$ cat src/rtl/fetch_pc_reg.sv
// Fetch-stage PC register: Avalon-style instruction fetch, hold while the instruction executes, MIPS delay-slot redirect.
// A jump to address zero halts the core until reset.
module fetch_pc_reg (
   input  logic        clk,
   input  logic        reset,
   input  logic [31:0] pc_next,
   input  logic        redirect,
   input  logic        stall,
   input  logic        instr_waitrequest,
   input  logic [31:0] instr_readdata,
   output logic [31:0] instr_address,
   output logic        instr_read,
   output logic [31:0] pc,
   output logic [31:0] pc4,
   output logic [31:0] instruction,
   output logic        instr_valid,
   output logic        in_delay_slot,
   output logic        active
);

   localparam logic [31:0] RESET_PC = 32'hBFC0_0000;

   typedef enum logic [1:0] {
      FETCH,
      EXEC,
      HALT
   } state_t;

   state_t      state;
   logic        pending;
   logic [31:0] pending_target;

   always_ff @(posedge clk or negedge reset) begin
      if (!reset) begin
         state          <= FETCH;
         pc             <= RESET_PC;
         pending        <= 1'b0;
         pending_target <= 32'h0;
         instruction    <= 32'h0;
         in_delay_slot  <= 1'b0;
         active         <= 1'b1;
      end else begin
         unique case (state)
            FETCH: begin
               if (!instr_waitrequest) begin
                  instruction <= instr_readdata;
                  state       <= EXEC;
               end
            end
            EXEC: begin
               if (!stall) begin
                  if (pending) begin
                     // the delay slot has retired; take the branch now
                     pc            <= pending_target;
                     pending       <= 1'b0;
                     in_delay_slot <= 1'b0;
                     if (pending_target == 32'h0) begin
                        state  <= HALT;
                        active <= 1'b0;
                     end else begin
                        state <= FETCH;
                     end
                  end else begin
                     pc    <= pc + 32'd4;
                     state <= FETCH;
                     if (redirect) begin
                        pending        <= 1'b1;
                        pending_target <= pc_next;
                        in_delay_slot  <= 1'b1;
                     end
                  end
               end
            end
            HALT: begin
               active <= 1'b0;
            end
            default: begin
               state <= HALT;
            end
         endcase
      end
   end

   assign instr_address = pc;
   assign pc4           = pc + 32'd4;
   assign instr_read    = reset & (state == FETCH);
   assign instr_valid   = reset & (state == EXEC);

endmodule

$ cat config.mk
export PLATFORM = sky130hd
export DESIGN_NAME = fetch_pc_reg
export DESIGN_NICKNAME = d
export VERILOG_FILES = /design/src/rtl/fetch_pc_reg.sv
export SDC_FILE = /design/constraint.sdc
export NUM_CORES = 1
export LEC_CHECK = 0
export ABC_AREA = 1
export BUFFER_PORTS_ARGS = -buffer_cell sky130_fd_sc_hd__buf_4
export CAP_MARGIN = 10
export CORE_ASPECT_RATIO = 0.75
export CORE_MARGIN = 8
export CORE_UTILIZATION = 50
export DETAILED_ROUTE_END_ITERATION = 16
export HOLD_SLACK_MARGIN = 0.12
export PLACE_DENSITY = 0.81
export SLEW_MARGIN = 5
export SYNTH_ARGS = -nofsm -noshare
export SYNTH_HDL_FRONTEND = slang
export SYNTH_SLANG_ARGS = --single-unit
$ cat constraint.sdc
create_clock -name clk -period 2.65 [get_ports clk]
set_clock_uncertainty 0.2 [all_clocks]
set_input_delay 0.53 -clock clk [delete_from_list [all_inputs] [get_ports clk]]
set_output_delay 0.53 -clock clk [all_outputs]
set_load 0.01 [all_outputs]
==> flow_metrics.tcl, run 1 <==
set metrics [dict create \
    outcome "finished, final reports clean" \
    max_cap_violations 0 \
    yosys.cell_types.count 38 \
    io_pins 201 \
    finalInstanceArea_mm2 0.00739 \
    total_power_mw 3.30 \
    tightestPinTransition_ns 0.572 \
    antenna_found_initial 0 \
    gp_congestion 0.896 \
    dieArea_mm2 0.0147 \
    yosys-mux-area-fraction_pct 3.20 \
    yosys_register_bits 101 \
    final.setup.tns_ns 0 \
    drt_pre_antenna_iters 5 \
    synthXorXnorAreaFrac_pct 2.54 \
    dp_hpwl_mm 12.1 \
    final.min_clock_period_ns 2.64 \
    cts_tree "yes" \
    cts_sinks 101 \
    worstSetupEndpointType "output pin" \
    seq_area_frac_synth_pct 46.0 \
    max-vdd-ir-drop_mv 0.322 \
    arrival_time_of_the_worst_setup_path_ns 1.91 \
    first_global_vias 5006 \
    dieWidth_um 137 \
    min_path_type "input pin to flip-flop" \
    drc 0 \
    synth-compound-area-share_pct 11.0 \
    setup_viol_count_final 0 \
    cts_root_buf "clkbuf_16" \
    total_congestion_overflow_after_global_routing 0 \
    via_count 5018 \
    synth_adder_area_share_pct 0.227 \
    finalHoldWorstSlack_ns 0.214 \
    worst_r2r_startpoint "state[1]$_DFFE_PN0P_" \
    cp_max_fo 6 \
    clkLatencyLatePin_ns 0.34 \
    layout.nets 930 \
    totalWireLength_mm 16.2 \
    whs_path_depth 2 \
    areaGrowthSynthToFinish_pct 33.9 \
    timing.rr.end "instr_address[16]$_DFFE_PN0P_" \
    final_cell_mix "buf_4, nand2_1, inv_1, dfrtp_1, nor2_1" \
    clk_transition_reported_paths_ns 0.07 \
    placedCellCount 983 \
    num-fill-cells 919 \
    remaining_antenna_violation_count_after_routing 0 \
    avg_vias_per_cell 4.99 \
    numCtsBuffers 9 \
    fp.coreArea_mm2 0.0109 \
    hold-path-endpoint "pending_target[27]$_DFFE_PN0P_" \
    timing_hold_violations_final 0 \
    grt_start_max_net_pins 102 \
    final_common_cell "buf_4" \
    period_share_pct 99.7 \
    max-slew-margin-rel_pct 61.9 \
    n_antenna_cell 0 \
    placedInstanceArea_mm2 0.00691 \
    fp-row-count 33 \
    drt_iter0_markers 362 \
    die_height_um 107 \
    worstRegToRegCells 8 \
    instances_no_fill 1005 \
    p_leak_nw 3.95 \
    power_per_cell_area_mw_per_mm2 447 \
    startpoint_type "flip-flop" \
    syn-num-nets 756 \
    cts_buffer_depth 2 \
    htree_num_levels 3 \
    yosys.area_share.simple_pct 21.8 \
    grt_setup_unrepaired "yes" \
    post_drt_wl_per_cell_um 16.1 \
    crit_type "flip-flop to output pin" \
    largest_family_of_logic_cells_by_synthesized_area "simple AND/OR/NAND/NOR gates" \
    syn_inst 686 \
    hold_path_startpoint "pc_next[27]" \
    crit_required_ns 1.92 \
    ff_latch_area_mm2 0.00255 \
    max_freq_mhz 378 \
    warnings_from_yosys 0 \
    syn_avg_cell_area_um2 8.05 \
    initial_core_util_pct 50.8 \
    finalMaxSlewViolations 0 \
    synth.cell_area_mm2 0.00552 \
    grt_pass1_wl_mm 25.4 \
    gr-usage-all-layers_pct 21.6 \
    post_route_cells_drive_above_1_share_pct 37.5 \
    r2r_slack_ns 0.62 \
    io_buffers 200 \
    multi_input_area_mm2 0.00224 \
]
==> sequential cells by signal, summed over array words and instances, names as in the netlist <==
name and count:
instr_address 32, instruction 32, pending_target 32, state 2, active 1, in_delay_slot 1, pending 1
==> synthesized netlist by cell type (all sizes together) <==
cell,instances,area (um^2)
xnor2,1,8.76
nand4,4,25.0
o211ai,2,15.0
o21ai,45,312
dfstp,10,263
nor3,2,10.0
buf,49,385
mux2,13,176
o221a,1,11.3
and2,1,6.26
ha,1,12.5
a21oi,21,109
clkbuf,5,20.0
o221ai,3,26.3
dfrtp,91,2280
inv,115,437
or2,1,6.26
nand3,25,138
o21bai,8,60.1
nand2,177,677
nor2,84,340
o22ai,12,75.1
xor2,15,131
==> power by group <==
group          switching, mW  internal (mW)  leakage (nW)
logic                  0.141          0.154          2.58
registers             0.0254           1.56          1.22
clock network          0.586          0.834         0.150
==> metrics by stage <==
| stage | utilization, % | setup WS, ns |
|---|---|---|
| finish | 68.1 | 0.00725 |
| floorplan | - | 0.429 |
| global route | 68.1 | -0.0768 |
| global placement | 63.7 | 0.252 |
| CTS | 67.0 | 0.0139 |
| detailed placement | 63.7 | 0.219 |
==> how the worst max path moves through the flow <==
stage / start / end / slack (ns)
after floorplan: instr_address[2]$_DFFE_PN0P_ / pc4[22] / 0.43
after global placement: instr_address[2]$_DFFE_PN0P_ / pc4[14] / 0.25
after detailed placement: instr_address[2]$_DFFE_PN0P_ / pc4[22] / 0.22
after CTS: instr_address[13]$_DFFE_PN0P_ / pc4[31] / 0.01
after global routing: instr_address[22]$_DFFE_PN1P_ / pc4[31] / -0.08
final: instr_address[22]$_DFFE_PN1P_ / pc4[31] / 0.007
==> timing repair <==
action | in CTS | in global routing
hold buffers | 1 | 0
buffers inserted | 0 | 5
gates resized for setup | 8 | 34
endpoints found under the hold margin | 91 | 0
pin swaps | 0 | 4
setup endpoints to repair | 10 | 21
==> routing by layer <==
layer | global-route usage (%) | share of wire [%] | wire length (um)
met1 | 27.4 | 40 | 6530
met2 | 35.0 | 48 | 7730
met3 | 6.64 | 10 | 1650
met4 | 6.11 | 1.7 | 271
met5 | 0 | 0 | 0
==> worst max-delay path: stages, from the launching register on <==
cell     delay (ns)
dfstp_2        0.61
nand2_1        0.10
nor2_2         0.20
nand2_1        0.13
nor2_2         0.16
nand2_1        0.07
nand2_1        0.06
nand2_1        0.08
buf_4          0.16
==> final cells by class <==
cell class              count  share of cell area [%]
inverters                 115                    5.91
clock buffers              11                    3.15
flip-flops and latches    101                    34.6
multi-input cells         416                    30.3
clock inverters             5                    1.15
repair buffers            217                    22.6
well taps                 140                    2.37
==> cell families after synthesis <==
| family | after synthesis |
|---|---|
| AO/OA/AOI/OAI | 92 |
| XOR/XNOR | 16 |
| adder cells (fa/ha/maj) | 1 |
| buffers and inverters | 169 |
| flip-flops | 101 |
| multiplexers | 13 |
| AND/OR/NAND/NOR | 294 |
No activity file was read; power rests on OpenSTA's default activity.
==> inputs of run 2 (changes only) <==
--- a/config.mk
+++ b/config.mk
@@ -6,14 +6,14 @@
 export NUM_CORES = 1
 export LEC_CHECK = 0
 export ABC_AREA = 1
-export BUFFER_PORTS_ARGS = -buffer_cell sky130_fd_sc_hd__buf_4
 export CAP_MARGIN = 10
 export CORE_ASPECT_RATIO = 0.75
 export CORE_MARGIN = 8
-export CORE_UTILIZATION = 50
+export CORE_UTILIZATION = 60
 export DETAILED_ROUTE_END_ITERATION = 16
+export DONT_BUFFER_PORTS = 1
 export HOLD_SLACK_MARGIN = 0.12
-export PLACE_DENSITY = 0.81
+export PLACE_DENSITY = 0.76
 export SLEW_MARGIN = 5
 export SYNTH_ARGS = -nofsm -noshare
 export SYNTH_HDL_FRONTEND = slang
==> flow_metrics.tcl, run 2 (same netlist as run 1, synthesis figures left out) <==
set metrics [dict create \
    outcome "finished, violations left" \
    failing_checks "negative hold slack" \
    max-vdd-ir-drop_mv 0.428 \
    max-slew-margin-rel_pct 69.5 \
    numCtsBuffers 9 \
    grt_setup_unrepaired "yes" \
    clkLatencyLatePin_ns 0.35 \
    cts_root_buf "clkbuf_16" \
    layout.nets 760 \
    avg_vias_per_cell 5.44 \
    max_freq_mhz 383 \
    timing_hold_violations_final 101 \
    cts_tree "yes" \
    drc 0 \
    io_pins 201 \
    power_per_cell_area_mw_per_mm2 506 \
    fp-row-count 30 \
    cts_sinks 101 \
    antenna_found_initial 0 \
    clk_transition_reported_paths_ns 0.07 \
    num-fill-cells 704 \
    fp.coreArea_mm2 0.00901 \
    final_common_cell "nand2_1" \
    gp_congestion 0.915 \
    first_global_vias 4316 \
    io_buffers 0 \
    grt_start_max_net_pins 103 \
    min_path_type "input pin to async pin" \
    placedInstanceArea_mm2 0.00539 \
    final_cell_mix "nand2_1, inv_1, dfrtp_1, nor2_1, dlygate4sd3_1" \
    crit_type "flip-flop to output pin" \
    final.min_clock_period_ns 2.61 \
    post_drt_wl_per_cell_um 18.4 \
    dieArea_mm2 0.0126 \
    gr-usage-all-layers_pct 23.8 \
    finalHoldWorstSlack_ns -0.326 \
    startpoint_type "flip-flop" \
    initial_core_util_pct 61.3 \
    areaGrowthSynthToFinish_pct 10.9 \
    htree_num_levels 3 \
    via_count 4392 \
    worstSetupEndpointType "output pin" \
    cts_buffer_depth 2 \
    totalWireLength_mm 14.8 \
    post-cts-setup-buffers 0 \
    grt_pass1_wl_mm 23.3 \
    crit_required_ns 1.92 \
    p_leak_nw 3.05 \
    die_height_um 99.1 \
    drt_pre_antenna_iters 5 \
    period_share_pct 98.5 \
    tightestPinTransition_ns 0.456 \
    dieWidth_um 127 \
    post_route_cells_drive_above_1_share_pct 17.1 \
    total_congestion_overflow_after_global_routing 0 \
    setup_viol_count_final 0 \
    cp_max_fo 6 \
    remaining_antenna_violation_count_after_routing 0 \
    max_cap_violations 0 \
    finalMaxSlewViolations 0 \
    n_antenna_cell 0 \
    dp_hpwl_mm 10.9 \
    finalInstanceArea_mm2 0.00612 \
    drt_iter0_markers 330 \
    arrival_time_of_the_worst_setup_path_ns 1.88 \
]
[run 2: cell count changes in the layout (fill, tap and decap cells not counted), moves of 7 or more]
| cell | delta |
|---|---|
| nor2_2 | -7 |
| nor2_1 | +8 |
| dlygate4sd3_1 | +31 |
| buf_4 | -200 |
[run 2: through the flow]
stage	setup slack [ns]	TNS, ns	power, mW	utilization, %	cells
6_report	0.0395	0	3.10	68.0	807
3_5_place_dp	0.116	0	1.73	59.9	759
4_1_cts	-0.0297	-0.0369	3.12	67.1	806
5_1_grt	-0.0311	-0.104	3.19	68.0	807
2_1_floorplan	0.429	0	1.72	-	686
3_3_place_gp	0.198	0	1.73	59.9	759
[run 2: repair_timing]
action | in CTS | in global routing
hold endpoints to repair | 132 | 102
pin swaps | 0 | 1
hold buffers | 31 | 1
resized for setup | 10 | 24
setup endpoints to repair | 11 | 17
[run 2: path summary, 6_finish.rpt]
| kind | slack (ns) | cells past startpoint | end | from |
|---|---|---|---|---|
| setup / recovery | 0.04 | 6 | pc4[16] | instr_address[2]$_DFFE_PN0P_ |
| hold / removal | -0.33 | 0 | pending_target[6]$_DFFE_PN0P_ | reset |
| setup reg to reg | 0.67 | 7 | pending_target[24]$_DFFE_PN0P_ | state[0]$_DFFE_PN0P_ |
| hold reg to reg | 0.27 | 2 | active$_DFFE_PN1P_ | active$_DFFE_PN1P_ |
| max in group asynchronous | 2.31 | 0 | instr_address[24]$_DFFE_PN1P_ | reset |
| min in group clk | 0.12 | 2 | instruction[28]$_DFFE_PN0P_ | instr_readdata[28] |
[run 2: area by class of cell]
class	instances	area, um^2	share of cell area, %
Clock buffer	11	243	3.96
Sequential cell	101	2560	41.7
Clock inverter	5	67.6	1.10
Multi-Input combinational cell	416	2220	36.3
Timing Repair Buffer	47	458	7.48
Tap cell	112	140	2.29
Inverter	115	437	7.13
[run 2: per-layer routing]
layer | vias up | wire length, um | GRT usage [%]
met5 | - | 0 | 0
met4 | 0 | 191 | 5.10
met3 | 20 | 1850 | 10.1
met2 | 217 | 6910 | 38.0
met1 | 2071 | 5860 | 29.4
li1 | 2084 | - | -
[run 2: where the power goes]
part / total [mW] / internal (mW) / switching [mW] / leakage, nW
combinational: 0.141 / 0.0653 / 0.0761 / 1.67
clock: 1.36 / 0.772 / 0.587 / 0.152
sequential: 1.60 / 1.56 / 0.0389 / 1.22
total: 3.10 / 2.40 / 0.702 / 3.05
[run 2: worst max-delay path, stage by stage, from the launching register on]
cell and delay, ns:
dfrtp_2 0.42, ha_2 0.22, nand3_1 0.14, nor2_1 0.24
nand3_1 0.18, xor2_1 0.22, inv_1 0.12
==> inputs of run 3 (changes only) <==
--- a/config.mk
+++ b/config.mk
@@ -5,7 +5,6 @@
 export SDC_FILE = /design/constraint.sdc
 export NUM_CORES = 1
 export LEC_CHECK = 0
-export ABC_AREA = 1
 export CAP_MARGIN = 10
 export CORE_ASPECT_RATIO = 0.75
 export CORE_MARGIN = 8
==> flow_metrics.tcl, run 3 <==
set metrics [dict create \
    max-slew-margin-rel_pct 64.5 \
    cts_sinks 101 \
    setup_viol_count_final 12 \
    post_drt_wl_per_cell_um 24.1 \
    final.min_clock_period_ns 2.88 \
    crit_required_ns 1.92 \
    crit_type "flip-flop to output pin" \
    post-synth-top-area-cell "dfrtp_1" \
    finalHoldWorstSlack_ns -0.320 \
    numCtsBuffers 9 \
    gr-usage-all-layers_pct 24.3 \
    finalMaxSlewViolations 0 \
    min_path_type "input pin to async pin" \
    remaining_antenna_violation_count_after_routing 0 \
    dieArea_mm2 0.0125 \
    gp_congestion 0.909 \
    grt_setup_unrepaired "yes" \
    num-fill-cells 585 \
    syn_inst 521 \
    first_global_vias 4271 \
    io_buffers 0 \
    synth.top_cells.by_area "dfrtp_1, mux2_2, dfstp_2" \
    final_critical_path_setup_slack_ns -0.232 \
    cts_root_buf "clkbuf_16" \
    max-vdd-ir-drop_mv 0.651 \
    tightestPinTransition_ns 0.530 \
    die_height_um 98.9 \
    placedInstanceArea_mm2 0.00579 \
    crit_chain "nand3_4 > or4_4 > or3_4 > xnor2_1 > buf_4" \
    drt_pre_antenna_iters 5 \
    initial_core_util_pct 61.3 \
    grt_pass1_wl_mm 24.0 \
    layout.nets 620 \
    final_common_cell "dfrtp_1" \
    clk_transition_reported_paths_ns 0.07 \
    period_share_pct 109 \
    max_cap_violations 0 \
    syn-num-nets 591 \
    total_congestion_overflow_after_global_routing 0 \
    yosys_top_cell_area_share_pct 41.4 \
    grt_start_max_net_pins 104 \
    path_buf_inv 1 \
    power_per_cell_area_mw_per_mm2 1040 \
    drc 0 \
    htree_num_levels 3 \
    post_synth_edffs 0 \
    fp.coreArea_mm2 0.00897 \
    critical_path.top_delay_family "simple AND/OR/NAND/NOR gates" \
    p_leak_nw 2.80 \
    totalWireLength_mm 16.2 \
    failing_checks "negative hold slack, negative setup slack" \
    worstSetupEndpointType "output pin" \
    post_route_cells_drive_above_1_share_pct 42.2 \
    antenna_found_initial 7 \
    dp_hpwl_mm 11.4 \
    yosys-top-cells-count "dfrtp_1, mux2_2, buf_4, clkbuf_1" \
    detailedPlace.worstSlack_ns 0.0475 \
    cts_tree "yes" \
    finalInstanceArea_mm2 0.00659 \
    final_cell_mix "dfrtp_1, buf_4, mux2_2, nand2_1, nor2_1" \
    yosys_register_bits 101 \
    warnings_from_yosys 0 \
    arrival_time_of_the_worst_setup_path_ns 2.15 \
    yosys.cell_types.count 58 \
    critPathSlowestCell "or4_4" \
    multi_input_area_mm2 0.00281 \
    fp-row-count 30 \
    dieWidth_um 127 \
    ff_latch_area_mm2 0.00254 \
    final.setup.tns_ns -1.79 \
    timing_hold_violations_final 101 \
    cts_buffer_depth 2 \
    avg_vias_per_cell 6.75 \
    r2r_slack_ns 0.40 \
    syn_avg_cell_area_um2 10.5 \
    dominantRegCellSynth "dfrtp_1" \
    timing.critical_path.slowest_cell_delay_ns 0.63 \
    max_freq_mhz 347 \
    cp_max_fo 8 \
    clkLatencyLatePin_ns 0.35 \
    via_count 4530 \
    final_core_utilization_pct 73.4 \
    outcome "finished, violations left" \
    areaGrowthSynthToFinish_pct 19.8 \
    startpoint_type "flip-flop" \
    io_pins 201 \
    synthMostInstantiatedCell "dfrtp_1" \
    postSynth.asyncResetShare_pct 100 \
    total_power_mw 6.84 \
    synth.cell_area_mm2 0.00550 \
    seq_area_frac_synth_pct 46.2 \
    drt_iter0_markers 541 \
]
-- run 3: report_power, final --
part	leakage [nW]	internal [mW]	switching, mW
logic	1.44	1.12	1.39
registers	1.19	2.17	0.718
clock network	0.162	0.841	0.600
-- run 3: metrics by stage --
stage,instances,hold slack [ns]
global placement,631,0.0382
finish,671,-0.320
CTS,651,-0.333
floorplan,521,0.0344
global route,670,-0.340
detailed placement,631,0.0383
-- run 3: what timing repair did --
| item | CTS | global route |
|---|---|---|
| pin swaps | 10 | 21 |
| cloned | 0 | 1 |
| setup buffers | 4 | 15 |
| setup endpoints to repair | 17 | 20 |
| gates resized for setup | 20 | 38 |
| hold endpoints to repair | 101 | 101 |
-- run 3: cells by family after synthesis --
family | count (synthesis) | synth area share [%]
muxes | 67 | 13.7
DFF | 101 | 46.2
and+or+nand+nor | 164 | 17.3
AOI/OAI and AO/OA | 81 | 10.2
adders and majority gates | 1 | 0.228
buffers and inverters | 80 | 8.01
xor gates and xnor gates | 27 | 4.30
-- run 3: cell type report --
type,instances,area share [%]
Multi-Input combinational cell,340,42.7
Sequential cell,101,38.6
Timing Repair Buffer,85,10.7
Antenna cell,4,0.152
Clock inverter,7,1.56
Tap cell,112,2.13
Inverter,13,0.741
Clock buffer,9,3.42
-- run 3: worst paths after layout --
check / endpoint / cells after the start / from
max: pc4[27] / 5 / instr_address[12]$_DFFE_PN0P_
min: instr_address[1]$_DFFE_PN0P_ / 0 / reset
max reg2reg: instr_address[9]$_DFFE_PN0P_ / 3 / pending$_DFFE_PN0P_
min reg2reg: active$_DFFE_PN1P_ / 2 / active$_DFFE_PN1P_
max in group asynchronous: instr_address[31]$_DFFE_PN1P_ / 0 / reset
min in group clk: pending_target[15]$_DFFE_PN0P_ / 1 / pc_next[15]
-- run 3: layer usage --
metal / up-vias / part of all wire, % / GRT usage [%] / routed length (um)
li1: 1945 / - / - / -
met1: 2219 / 38 / 29.7 / 6210
met2: 303 / 46 / 37.1 / 7510
met3: 55 / 12 / 11.7 / 2000
met4: 8 / 2.5 / 7.56 / 405
met5: - / 0.33 / 0 / 53
